===== config.mk =====
export PLATFORM = sky130hd
export DESIGN_NAME = cdb_arbiter
export DESIGN_NICKNAME = d
export VERILOG_FILES = /design/src/rtl/cdb_arbiter.sv
export SDC_FILE = /design/constraint.sdc
export NUM_CORES = 1
export LEC_CHECK = 0
export CAP_MARGIN = 20
export CELL_PAD_IN_SITES_DETAIL_PLACEMENT = 2
export CELL_PAD_IN_SITES_GLOBAL_PLACEMENT = 2
export CORE_MARGIN = 4
export CORE_UTILIZATION = 43
export DETAILED_ROUTE_END_ITERATION = 8
export GPL_TIMING_DRIVEN = 0
export HOLD_SLACK_MARGIN = 0.06
export PLACE_DENSITY_LB_ADDON = 0.3
export SLEW_MARGIN = 15
export SYNTH_ARGS = -nofsm -noshare
export SYNTH_HDL_FRONTEND = slang
export SYNTH_SLANG_ARGS = --single-unit

===== constraint.sdc =====
create_clock -name clk -period 9.95 [get_ports clk]
set_input_delay 1.99 -clock clk [delete_from_list [all_inputs] [get_ports clk]]
set_output_delay 1.99 -clock clk [all_outputs]
set_load 0.005 [all_outputs]

===== src/rtl/cdb_arbiter.sv =====
// -----------------------------------------------------------------------------
// cdb_arbiter
// Common Data Bus transmitter. Completions from NUM_EU execution units are
// buffered per EU in a small FIFO. At most one buffered completion per cycle is
// broadcast to every consumer (reservation stations, PRF, ROB). The buffers are
// served round-robin. On a branch mispredict, completions younger than the
// branch are flushed.
//
// Ports
//   clk, reset          rising-edge clock, asynchronous active-high reset
//   i_eu_valid[e]       EU e presents a completion
//   i_eu_prd/rob_tag/result  per-EU completion payload (slice e = EU e)
//   o_eu_ready[e]       EU e may present a completion (registered state only)
//   o_cdb_*             registered broadcast: valid, prd, rob_tag, result
//   i_rob_head          tag of the oldest in-flight instruction (age base)
//   branch_mispredict   flush request for this cycle
//   mispredict_rob_tag  tag of the mispredicting branch
// -----------------------------------------------------------------------------
module cdb_arbiter #(
  parameter int PREG_WIDTH = 7,
  parameter int ROB_WIDTH  = 4,
  parameter int NUM_EU     = 3,
  parameter int QDEPTH     = 2
) (
  input  logic                         clk,
  input  logic                         reset,
  input  logic [NUM_EU-1:0]            i_eu_valid,
  input  logic [NUM_EU*PREG_WIDTH-1:0] i_eu_prd,
  input  logic [NUM_EU*ROB_WIDTH-1:0]  i_eu_rob_tag,
  input  logic [NUM_EU*32-1:0]         i_eu_result,
  output logic [NUM_EU-1:0]            o_eu_ready,
  output logic                         o_cdb_valid,
  output logic [PREG_WIDTH-1:0]        o_cdb_prd,
  output logic [ROB_WIDTH-1:0]         o_cdb_rob_tag,
  output logic [31:0]                  o_cdb_result,
  input  logic [ROB_WIDTH-1:0]         i_rob_head,
  input  logic                         branch_mispredict,
  input  logic [ROB_WIDTH-1:0]         mispredict_rob_tag
);

  localparam int PTR_W = (QDEPTH > 1) ? $clog2(QDEPTH) : 1;
  localparam int CNT_W = $clog2(QDEPTH + 1);
  localparam int RR_W  = (NUM_EU > 1) ? $clog2(NUM_EU) : 1;

  typedef struct packed {
    logic [PREG_WIDTH-1:0] prd;
    logic [ROB_WIDTH-1:0]  rob_tag;
    logic [31:0]           result;
  } cpl_t;

  // Buffer state: validity is reset, payload is not.
  cpl_t              slot_data  [NUM_EU][QDEPTH];
  logic [QDEPTH-1:0] slot_valid [NUM_EU];
  logic [PTR_W-1:0]  head_q     [NUM_EU];
  logic [PTR_W-1:0]  tail_q     [NUM_EU];
  logic [CNT_W-1:0]  count_q    [NUM_EU];
  logic [RR_W-1:0]   rr_q;

  cpl_t              in_cpl     [NUM_EU];
  cpl_t              head_cpl   [NUM_EU];
  logic [NUM_EU-1:0] head_valid;
  logic [NUM_EU-1:0] push;
  logic [NUM_EU-1:0] pop;
  logic              grant;
  logic [RR_W-1:0]   winner;
  cpl_t              win_cpl;
  logic              load;

  // Age relative to the ROB head, so that tags compare correctly across the
  // wrap point of the tag space.
  function automatic logic is_younger(input logic [ROB_WIDTH-1:0] tag,
                                      input logic [ROB_WIDTH-1:0] head,
                                      input logic [ROB_WIDTH-1:0] br_tag);
    logic [ROB_WIDTH-1:0] age_t;
    logic [ROB_WIDTH-1:0] age_b;
    age_t = tag - head;
    age_b = br_tag - head;
    return age_t > age_b;
  endfunction

  function automatic logic [PTR_W-1:0] ptr_inc(input logic [PTR_W-1:0] p);
    return (p == PTR_W'(QDEPTH - 1)) ? '0 : p + PTR_W'(1);
  endfunction

  // Per-EU unpacking, handshake and head inspection.
  always_comb begin
    for (int e = 0; e < NUM_EU; e++) begin
      in_cpl[e].prd     = i_eu_prd[e*PREG_WIDTH +: PREG_WIDTH];
      in_cpl[e].rob_tag = i_eu_rob_tag[e*ROB_WIDTH +: ROB_WIDTH];
      in_cpl[e].result  = i_eu_result[e*32 +: 32];
      head_cpl[e]       = slot_data[e][head_q[e]];
      head_valid[e]     = (count_q[e] != '0) && slot_valid[e][head_q[e]];
      o_eu_ready[e]     = (count_q[e] < CNT_W'(QDEPTH));
      // A younger completion during a mispredict is accepted but not stored.
      push[e] = i_eu_valid[e] && o_eu_ready[e] &&
                !(branch_mispredict &&
                  is_younger(in_cpl[e].rob_tag, i_rob_head, mispredict_rob_tag));
    end
  end

  // Round-robin arbitration starting at rr_q.
  // NOTE: every signal written here gets a default first, so no path leaves it
  // unassigned and no latch is inferred.
  always_comb begin
    grant  = 1'b0;
    winner = '0;
    for (int i = 0; i < NUM_EU; i++) begin
      if (!grant && head_valid[(int'(rr_q) + i) % NUM_EU]) begin
        grant  = 1'b1;
        winner = RR_W'((int'(rr_q) + i) % NUM_EU);
      end
    end
    // Flushed heads drain without a grant; the winner drains with one.
    for (int e = 0; e < NUM_EU; e++) begin
      pop[e] = (count_q[e] != '0) &&
               (!head_valid[e] || (grant && (winner == RR_W'(e))));
    end
    win_cpl = head_cpl[winner];
    // A younger winner is still popped but never reaches the bus.
    load    = grant && !(branch_mispredict &&
                         is_younger(win_cpl.rob_tag, i_rob_head, mispredict_rob_tag));
  end

  // NOTE: sequential state uses non-blocking assignments only, so every
  // register samples pre-edge values regardless of statement order.
  always_ff @(posedge clk or posedge reset) begin
    if (reset) begin
      for (int e = 0; e < NUM_EU; e++) begin
        slot_valid[e] <= '0;
        head_q[e]     <= '0;
        tail_q[e]     <= '0;
        count_q[e]    <= '0;
      end
      rr_q          <= '0;
      o_cdb_valid   <= 1'b0;
      o_cdb_prd     <= '0;
      o_cdb_rob_tag <= '0;
      o_cdb_result  <= '0;
    end else begin
      for (int e = 0; e < NUM_EU; e++) begin
        for (int q = 0; q < QDEPTH; q++) begin
          if (branch_mispredict && slot_valid[e][q] &&
              is_younger(slot_data[e][q].rob_tag, i_rob_head, mispredict_rob_tag)) begin
            slot_valid[e][q] <= 1'b0;
          end
        end
        if (pop[e]) begin
          slot_valid[e][head_q[e]] <= 1'b0;
          head_q[e]                <= ptr_inc(head_q[e]);
        end
        // Tail slot is always free when pushing, so it never collides with
        // the head clear above.
        if (push[e]) begin
          slot_valid[e][tail_q[e]] <= 1'b1;
          tail_q[e]                <= ptr_inc(tail_q[e]);
        end
        count_q[e] <= count_q[e] + CNT_W'(push[e]) - CNT_W'(pop[e]);
      end

      if (grant) begin
        rr_q <= (winner == RR_W'(NUM_EU - 1)) ? '0 : winner + RR_W'(1);
      end

      if (load) begin
        o_cdb_valid   <= 1'b1;
        o_cdb_prd     <= win_cpl.prd;
        o_cdb_rob_tag <= win_cpl.rob_tag;
        o_cdb_result  <= win_cpl.result;
      end else begin
        o_cdb_valid   <= 1'b0;
        o_cdb_prd     <= '0;
        o_cdb_rob_tag <= '0;
        o_cdb_result  <= '0;
      end
    end
  end

  // NOTE: the payload array has no reset; slot_valid and count_q already mark
  // every slot empty, so clearing the data would only cost reset fan-out.
  always_ff @(posedge clk) begin
    for (int e = 0; e < NUM_EU; e++) begin
      if (push[e]) begin
        slot_data[e][tail_q[e]] <= in_cpl[e];
      end
    end
  end

endmodule


==> flow_metrics.tcl, run 1 <==
set metrics [dict create \
    drive_gt1_frac 0.1120 \
    areaGrowthSynthToFinish_pct 26.79 \
    setup_ws_ns 3.553 \
    antenna_found_initial 2 \
    synth_simple_gate_area_frac 0.03925 \
    synth_top_family_by_area "compound AO/OA/AOI/OAI gates" \
    dieArea_sq_um 37040 \
    hold_viol_final 0 \
    setup_tns_ns 0 \
    io_buffers 188 \
    syn_inst 986 \
    path_max_fanout 43 \
    syn_nets 1221 \
    die_w_um 192.5 \
    place_congestion 0.7651 \
    drv_cap 0 \
    mostFrequentLayoutCell "edfxtp_1" \
    max-slew-margin-rel 0.3165 \
    avgViaCountPerCell 5.425 \
    grt_pass1_wl_um 65670 \
    synth_area_leader_cell "edfxtp_1" \
    start_util 0.4364 \
    nets 1457 \
    p_leak_nw 7.204 \
    cts.sinks 322 \
    post_cts_resized 0 \
    finalSetupViolCount 0 \
    fin_hold_ws_ns 0.5187 \
    finalMaxSlewViolations 0 \
    cpPeakStageDelay_ns 0.94 \
    root_buffer "clkbuf_16" \
    wl_per_cell_um 25.65 \
    grtUsageTotal 0.2365 \
    ant_nets 0 \
    synth_ff_type "edfxtp_1" \
    yosysWarnings 0 \
    run_status "completed" \
    dr.pass1.iters 5 \
    yosys-top-cells-area "edfxtp_1, dfrtp_1, mux2i_1" \
    h-tree-depth 2 \
    yosys-mux-area-fraction 0.08910 \
    drc 0 \
    use_met3 0.03021 \
    busiest_layer "met2" \
    rsz0062_at_grt "false" \
    synth_compound_area_frac 0.09098 \
    cts_hold_buf 0 \
    met2_usage 0.4352 \
    synth_adder_area_share 0.08499 \
    switching_share 0.3816 \
    seqCellArea_sq_um 9349 \
    clockPowerShare 0.228 \
    crit_type "in -> reg" \
    pin_count 190 \
    worst_ep_arrival_time_ns 6.54 \
    grt_max_degree 51 \
    p_seq_frac 0.327 \
    wl_um 43600 \
    period_needed_ns 6.397 \
    die_height_um 192.5 \
    use_met1 0.2989 \
    core_area_sq_um 33530 \
    ys_seq_elements 322 \
    via_count 9222 \
    ir_drop_uv 170.3 \
    synthXorXnorAreaFrac 0.02634 \
    cts_setup_buffers 0 \
    slowest_stage "clkdlybuf4s50_1" \
    r2r_start "head_q[2]" \
    synth_edf_count 258 \
    internal_power_mw 3.581 \
    fillers 3044 \
    grt_pass1_vias 10689 \
    ys_types 54 \
    crit_path_cell_trace "clkdlybuf4s50_1 > ha_1 > inv_1 > fa_1 > xnor2_2 > ha_1 > o21a_1 > o21a_1 > o211ai_1 > and3_1 > clkbuf_1 > and2_4" \
    crit_start "i_rob_head[0]" \
    avgSynthCellArea_sq_um 14.84 \
    core.rowCount 67 \
    path_clk_slew_ns 0.06 \
    p_sw_mw 2.210 \
    dp_hpwl_um 30610 \
    p_comb_frac 0.445 \
    clock_latency_ns 0.52 \
    power_density_nw_per_um2 312.1 \
    finClkSkew_ns 0.01573 \
    cp-start-kind "primary input" \
    async_reset_ff_frac 0.1988 \
    ys_seq_area_frac 0.6389 \
    place_ws_ns 2.997 \
    netlist_area_sq_um 14630 \
    required_ns 10.09 \
    cts_tree "done" \
    total_power_mw 5.790 \
    worstHoldPathType "reg -> reg" \
    cts_buffers 36 \
    hold_start "tail_q[2]" \
    tightest_slew_ns 1.021 \
    drt_iter0_drc 510 \
    clock_path_buffers 3 \
    setup.worst_path.end_class "flop" \
    multi_input_area_sq_um 4888 \
    mostFrequentLayoutCells "edfxtp_1, clkdlybuf4s50_1, mux2i_1" \
    synth_top_area_share 0.5295 \
    overflow 0 \
    max_freq_mhz 156.3 \
    fin_crit_sh 0.6430 \
]
## synthesized netlist by cell type (all sizes together), types with 3 or more instances
cell type	count
nand3	7
fa	11
o211ai	6
nand2b	3
xor2	12
xnor2	32
a21oi	63
inv	56
o21ai	11
mux2i	128
buf	28
a211oi	42
o21a	6
o22ai	7
a21o	14
o221ai	4
clkbuf	15
nor2	10
edfxtp	258
nand4	6
nor2b	7
ha	81
nand2	84
dfrtp	64
and2	5
## stage by stage
step                instance area [sq um]  cells    util
finish                              18550   1700  0.5533
global route                        18550   1700  0.5533
CTS                                 18550   1698  0.5531
detailed placement                  17380   1632  0.5183
global placement                    17080   1622  0.5092
floorplan                           14630    986       -
## worst max-delay path, delay by kind of cell
kind | cells | cell delay, ns
AO/OA/AOI/OAI | 3 | 0.60
adder cells (fa/ha/maj) | 3 | 1.04
buffers and inverters | 3 | 1.27
XOR/XNOR | 1 | 0.70
AND/OR/NAND/NOR | 2 | 0.91
## power groups by stage
stage / logic, mW / clock network (mW) / registers (mW)
after floorplan: 1.64 / 0 / 1.89
after detailed placement: 2.57 / 0 / 1.92
final: 2.58 / 1.32 / 1.90
after global routing: 2.81 / 1.41 / 1.92
after CTS: 2.61 / 1.35 / 1.90
after global placement: 2.36 / 0 / 1.92
## flip-flops by register name, summed over array words and instances (netlist names)
register       cells
count_q            6
slot_valid         6
rr_q               2
slot_data        258
head_q             3
o_cdb_prd          7
o_cdb_valid        1
o_cdb_result      32
tail_q             3
o_cdb_rob_tag      4
## cells by family (layout without fill, tap and decap cells)
family / after synthesis / after routing
AOI/OAI and AO/OA: 170 / 170
xor gates and xnor gates: 44 / 44
adders and majority gates: 93 / 93
buffers and inverters: 99 / 363
DFF: 322 / 322
muxes: 130 / 130
other: 0 / 2
and+or+nand+nor: 128 / 128
## path summary, 6_finish.rpt
path	to	slack [ns]	cells after the start
max	slot_data[0][56]	3.55	12
min	slot_valid[5]	0.52	1
max reg2reg	o_cdb_prd[1]	4.92	20
min reg2reg	slot_valid[5]	0.52	1
max in group asynchronous	rr_q[0]	7.58	3
min in group asynchronous	o_cdb_result[1]	1.78	2
## routing by layer
metal | vias to the layer above | routed length (um)
met5 | - | 0
met4 | 0 | 835
met3 | 55 | 1509
met2 | 194 | 23050
met1 | 4815 | 18200
li1 | 4158 | -
## cell type report
| cell class | count | share of cell area |
|---|---|---|
| antenna | 2 | 0.0002698 |
| buffer | 43 | 0.01268 |
| clock buffer | 57 | 0.05726 |
| clock inverter | 9 | 0.005665 |
| inverter | 56 | 0.01146 |
| multi-input combinational | 565 | 0.2635 |
| sequential | 322 | 0.5039 |
| tap | 448 | 0.03021 |
| timing repair buffer | 198 | 0.1151 |
No activity file was read; power rests on OpenSTA's default activity.
==> inputs of run 2 (changes only) <==
--- a/config.mk
+++ b/config.mk
@@ -9,7 +9,7 @@
 export CELL_PAD_IN_SITES_DETAIL_PLACEMENT = 2
 export CELL_PAD_IN_SITES_GLOBAL_PLACEMENT = 2
 export CORE_MARGIN = 4
-export CORE_UTILIZATION = 43
+export CORE_UTILIZATION = 40
 export DETAILED_ROUTE_END_ITERATION = 8
 export GPL_TIMING_DRIVEN = 0
 export HOLD_SLACK_MARGIN = 0.06
==> constraint.sdc (replaced) <==
create_clock -name clk -period 6.4 [get_ports clk]
set_input_delay 1.28 -clock clk [delete_from_list [all_inputs] [get_ports clk]]
set_output_delay 1.28 -clock clk [all_outputs]
set_load 0.005 [all_outputs]
==> flow_metrics.tcl, run 2 (synthesis gave the netlist of run 1 again) <==
set metrics [dict create \
    setup.worst_path.end_class "flop" \
    cp-start-kind "primary input" \
    core_area_sq_um 35830 \
    required_ns 6.54 \
    pin_count 190 \
    antenna_found_initial 4 \
    worstSetupPathDepth 13 \
    mostFrequentLayoutCells "edfxtp_1, clkdlybuf4s50_1, mux2i_1" \
    ir_drop_uv 292.4 \
    drt_iter0_drc 491 \
    areaGrowthSynthToFinish_pct 27.50 \
    max_freq_mhz 177.2 \
    finalMaxSlewViolations 0 \
    finClkSkew_ns 0.03306 \
    die_w_um 199.3 \
    via_count 9160 \
    worstHoldPathType "reg -> reg" \
    overflow 0 \
    io_buffers 188 \
    start_util 0.4084 \
    fillers 3291 \
    dp_hpwl_um 30030 \
    tightest_slew_ns 0.9714 \
    drive_gt1_frac 0.1189 \
    grtUsageTotal 0.2188 \
    die_height_um 199.3 \
    drc 0 \
    cts_hold_buf 0 \
    r2r_setup_slack_ns 1.43 \
    place_congestion 0.7796 \
    total_power_mw 9.138 \
    run_status "completed" \
    worst_ep_arrival_time_ns 5.79 \
    wl_um 43870 \
    cts_buffers 37 \
    power_density_nw_per_um2 489.8 \
    reg2regPathDepth 22 \
    r2r_start "rr_q[0]" \
    met2_usage 0.4010 \
    avgViaCountPerCell 5.335 \
    rsz0062_at_grt "false" \
    fin_hold_ws_ns 0.5043 \
    crit_type "in -> reg" \
    clock_latency_ns 0.54 \
    crit_path_cell_trace "clkdlybuf4s50_1 > ha_1 > inv_1 > fa_1 > inv_1 > ha_1 > nor2b_1 > o21a_1 > o21a_1 > o211ai_1 > and3_1 > clkbuf_1 > and2_4" \
    drv_cap 0 \
    use_met3 0.02698 \
    crit_start "i_rob_head[0]" \
    clock_path_buffers 3 \
    setup_ws_ns 0.7564 \
    place_area_sq_um 17400 \
    nets 1460 \
    rr_endpoint "o_cdb_result[7]" \
    root_buffer "clkbuf_16" \
    cts.sinks 322 \
    h-tree-depth 2 \
    largest_reg_flops 258 \
    use_met1 0.2737 \
    dieArea_sq_um 39710 \
    cpPeakStageDelay_ns 0.78 \
    slowest_stage "clkdlybuf4s50_1" \
    wl_per_cell_um 25.55 \
    place_ws_ns 0.1908 \
    crit_family "buffers and inverters" \
    path_max_fanout 43 \
    cts_tree "done" \
    max-slew-margin-rel 0.3524 \
    post_cts_resized 0 \
    fin_area_sq_um 18660 \
    mostFrequentLayoutCell "edfxtp_1" \
    period_needed_ns 5.644 \
    finalSetupViolCount 0 \
    grt_pass1_wl_um 65120 \
    p_leak_nw 7.237 \
    fin_crit_sh 0.8818 \
    crit_path_end "slot_data[0][0]" \
    hold_viol_final 0 \
    path_clk_slew_ns 0.06 \
    grt_pass1_vias 10625 \
    grt_max_degree 47 \
    crit_buf_inv 4 \
    ant_nets 0 \
    cts_setup_buffers 0 \
    busiest_layer "met2" \
    core.rowCount 69 \
    dr.pass1.iters 6 \
]
## run 2: final cells by class
cell class              instances  area (sq um)  share of cell area
flip-flops and latches        322          9349              0.5011
multi-input cells             565          4888              0.2620
repair buffers                200          2137              0.1145
clock buffers                  48          1018             0.05459
well taps                     461         576.8             0.03092
plain buffers                  43         235.2             0.01261
clock inverters                19         231.5             0.01241
inverters                      56         212.7             0.01140
diodes                          3         7.507           0.0004024
## run 2: per-layer routing
metal	routed length (um)	vias to the layer above
li1	-	4157
met1	18070	4727
met2	23370	215
met3	1561	59
met4	856	2
met5	8	-
## run 2: how the worst min path moves through the flow
stage	cells past startpoint	start	slack, ns	to
after floorplan	1	tail_q[2]	0.46	slot_valid[5]
after global placement	1	count_q[0]	0.49	count_q[0]
after detailed placement	1	tail_q[2]	0.51	slot_valid[5]
after CTS	1	tail_q[2]	0.51	slot_valid[5]
after global routing	1	tail_q[2]	0.53	slot_valid[5]
final	1	tail_q[2]	0.50	slot_valid[5]
## run 2: report_power, final
part | leakage, nW | switching [mW] | internal [mW] | total, mW
registers | 3.19 | 0.178 | 2.77 | 2.95
logic | 3.45 | 2.44 | 1.58 | 4.02
clock network | 0.600 | 0.871 | 1.30 | 2.17
## run 2: stage by stage
step / TNS, ns / instances / util
2_1_floorplan: 0 / 986 / -
3_3_place_gp: -620.34 / 1635 / 0.4770
3_5_place_dp: 0 / 1647 / 0.4856
4_1_cts: 0 / 1714 / 0.5205
5_1_grt: 0 / 1717 / 0.5207
6_report: 0 / 1717 / 0.5207
==> inputs of run 3 (changes only) <==
--- a/config.mk
+++ b/config.mk
@@ -10,10 +10,12 @@
 export CELL_PAD_IN_SITES_GLOBAL_PLACEMENT = 2
 export CORE_MARGIN = 4
 export CORE_UTILIZATION = 40
+export CTS_BUF_LIST = sky130_fd_sc_hd__clkbuf_16
 export DETAILED_ROUTE_END_ITERATION = 8
 export GPL_TIMING_DRIVEN = 0
 export HOLD_SLACK_MARGIN = 0.06
 export PLACE_DENSITY_LB_ADDON = 0.3
+export REMOVE_ABC_BUFFERS = 1
 export SLEW_MARGIN = 15
 export SYNTH_ARGS = -nofsm -noshare
 export SYNTH_HDL_FRONTEND = slang
==> flow_metrics.tcl, run 3 (synthesis gave the netlist of run 1 again) <==
set metrics [dict create \
    reg2regPathDepth 19 \
    path_clk_slew_ns 0.06 \
    mostFrequentLayoutCell "edfxtp_1" \
    cts_hold_buf 0 \
    hold_viol_final 0 \
    cts.sinks 322 \
    finalSetupViolCount 0 \
    p_leak_nw 7.219 \
    cpPeakStageDelay_ns 0.78 \
    h-tree-depth 2 \
    start_util 0.4084 \
    fin_area_sq_um 18590 \
    finClkSkew_ns 0.02235 \
    ant_nets 0 \
    run_status "completed" \
    worstSetupPathDepth 19 \
    overflow 0 \
    cts_tree "done" \
    dieArea_sq_um 39710 \
    crit_start "head_q[2]" \
    wl_um 44890 \
    mostFrequentLayoutCells "edfxtp_1, clkdlybuf4s50_1, mux2i_1" \
    worst_ep_arrival_time_ns 6.03 \
    period_needed_ns 5.627 \
    tightest_slew_ns 0.8765 \
    met2_usage 0.4087 \
    io_buffers 189 \
    clock_path_buffers 3 \
    use_met3 0.04030 \
    use_met1 0.2875 \
    max-slew-margin-rel 0.4131 \
    place_congestion 0.7613 \
    crit_buf_inv 3 \
    r2r_setup_slack_ns 0.77 \
    clock_latency_ns 0.52 \
    setup.worst_path.end_class "flop" \
    core.rowCount 69 \
    cp-start-kind "flop" \
    slowest_stage "dfrtp_4" \
    fillers 3277 \
    grt_max_degree 51 \
    post_cts_resized 0 \
    r2r_start "head_q[2]" \
    crit_path_cell_trace "buf_12 > mux2i_1 > a2111oi_2 > or4_4 > o22ai_1 > a21oi_1 > ha_1 > inv_1 > a21o_1 > a21oi_1 > xnor2_1 > xnor2_1 > ha_1 > nand3_1 > o22ai_1 > o221a_2 > nand2b_4 > buf_16 > a211oi_1" \
    rr_endpoint "o_cdb_prd[6]" \
    path_max_fanout 43 \
    dr.pass1.iters 4 \
    wl_per_cell_um 26.64 \
    nets 1429 \
    dp_hpwl_um 29720 \
    required_ns 6.80 \
    grtUsageTotal 0.2264 \
    crit_path_end "o_cdb_prd[6]" \
    areaGrowthSynthToFinish_pct 27.03 \
    drt_iter0_drc 407 \
    die_height_um 199.3 \
    pin_count 190 \
    drive_gt1_frac 0.1088 \
    crit_family "compound AO/OA/AOI/OAI gates" \
    finalMaxSlewViolations 0 \
    place_area_sq_um 17440 \
    die_w_um 199.3 \
    crit_type "reg -> reg" \
    via_count 9087 \
    grt_pass1_wl_um 67420 \
    antenna_found_initial 5 \
    busiest_layer "met2" \
    power_density_nw_per_um2 483.0 \
    root_buffer "clkbuf_16" \
    cts_setup_buffers 0 \
    rsz0062_at_grt "false" \
    total_power_mw 8.977 \
    cts_buffers 37 \
    ir_drop_uv 304.0 \
    largest_reg_flops 258 \
    max_freq_mhz 177.7 \
    drv_cap 0 \
    worstHoldPathType "reg -> reg" \
    fin_crit_sh 0.8792 \
    avgViaCountPerCell 5.393 \
    core_area_sq_um 35830 \
    grt_pass1_vias 10809 \
    drc 0 \
]
-- run 3: cell types whose count changed in the layout (fill, tap and decap cells not counted), sizes merged, moves of 2 or more --
cell,before,now
clkinvlp,4,1
inv,57,67
clkinv,10,15
buf,40,23
bufinv,4,2
clkbuf,63,38
-- run 3: worst reg2reg max path: cells and delay by family, from the launching register on --
kind | cells | cell delay, ns
AO/OA/AOI/OAI | 8 | 2.06
AND/OR/NAND/NOR | 3 | 1.04
flip-flops | 1 | 0.78
buffers and inverters | 3 | 0.62
adder cells (fa/ha/maj) | 2 | 0.52
XOR/XNOR | 2 | 0.32
multiplexers | 1 | 0.16
-- run 3: routing by layer --
metal / part of all wire / up-vias
met3: 0.044 / 56
met5: 0.0010 / -
met2: 0.51 / 190
met4: 0.019 / 6
met1: 0.42 / 4738
li1: - / 4097
-- run 3: layout make-up --
type | instances | area [sq um] | share of cell area
sequential | 322 | 9360 | 0.5036
multi-input combinational | 565 | 4908 | 0.2641
timing repair buffer | 212 | 2386 | 0.1284
clock buffer | 38 | 950.9 | 0.05116
tap | 461 | 576.8 | 0.03103
inverter | 56 | 212.7 | 0.01144
clock inverter | 29 | 187.7 | 0.01010
antenna | 2 | 5.005 | 0.0002693
-- run 3: how the worst min path moves through the flow --
| stage | startpoint | to | slack [ns] | depth (start not counted) |
|---|---|---|---|---|
| 2_1_floorplan | tail_q[2] | slot_valid[5] | 0.46 | 1 |
| 3_3_place_gp | count_q[0] | count_q[0] | 0.49 | 1 |
| 3_5_place_dp | count_q[1] | count_q[1] | 0.51 | 1 |
| 4_1_cts | count_q[1] | count_q[1] | 0.52 | 1 |
| 5_1_grt | count_q[1] | count_q[1] | 0.55 | 1 |
| 6_report | count_q[1] | count_q[1] | 0.52 | 1 |
-- run 3: power breakdown --
group | switching, mW | internal (mW)
Combinational | 2.28 | 1.60
Sequential | 0.301 | 2.77
Clock | 0.861 | 1.16
-- run 3: stage by stage --
stage	hold WS [ns]	utilization	setup TNS [ns]	setup WS [ns]	instances
global route	0.5500	0.5188	0	0.3686	1685
finish	0.5174	0.5188	0	0.7734	1685
global placement	0.4884	0.4708	-934.88	-6.173	1593
floorplan	0.4630	-	-71.32	-1.890	943
CTS	0.5231	0.5187	0	0.6532	1683
detailed placement	0.5145	0.4869	0	0.2433	1616
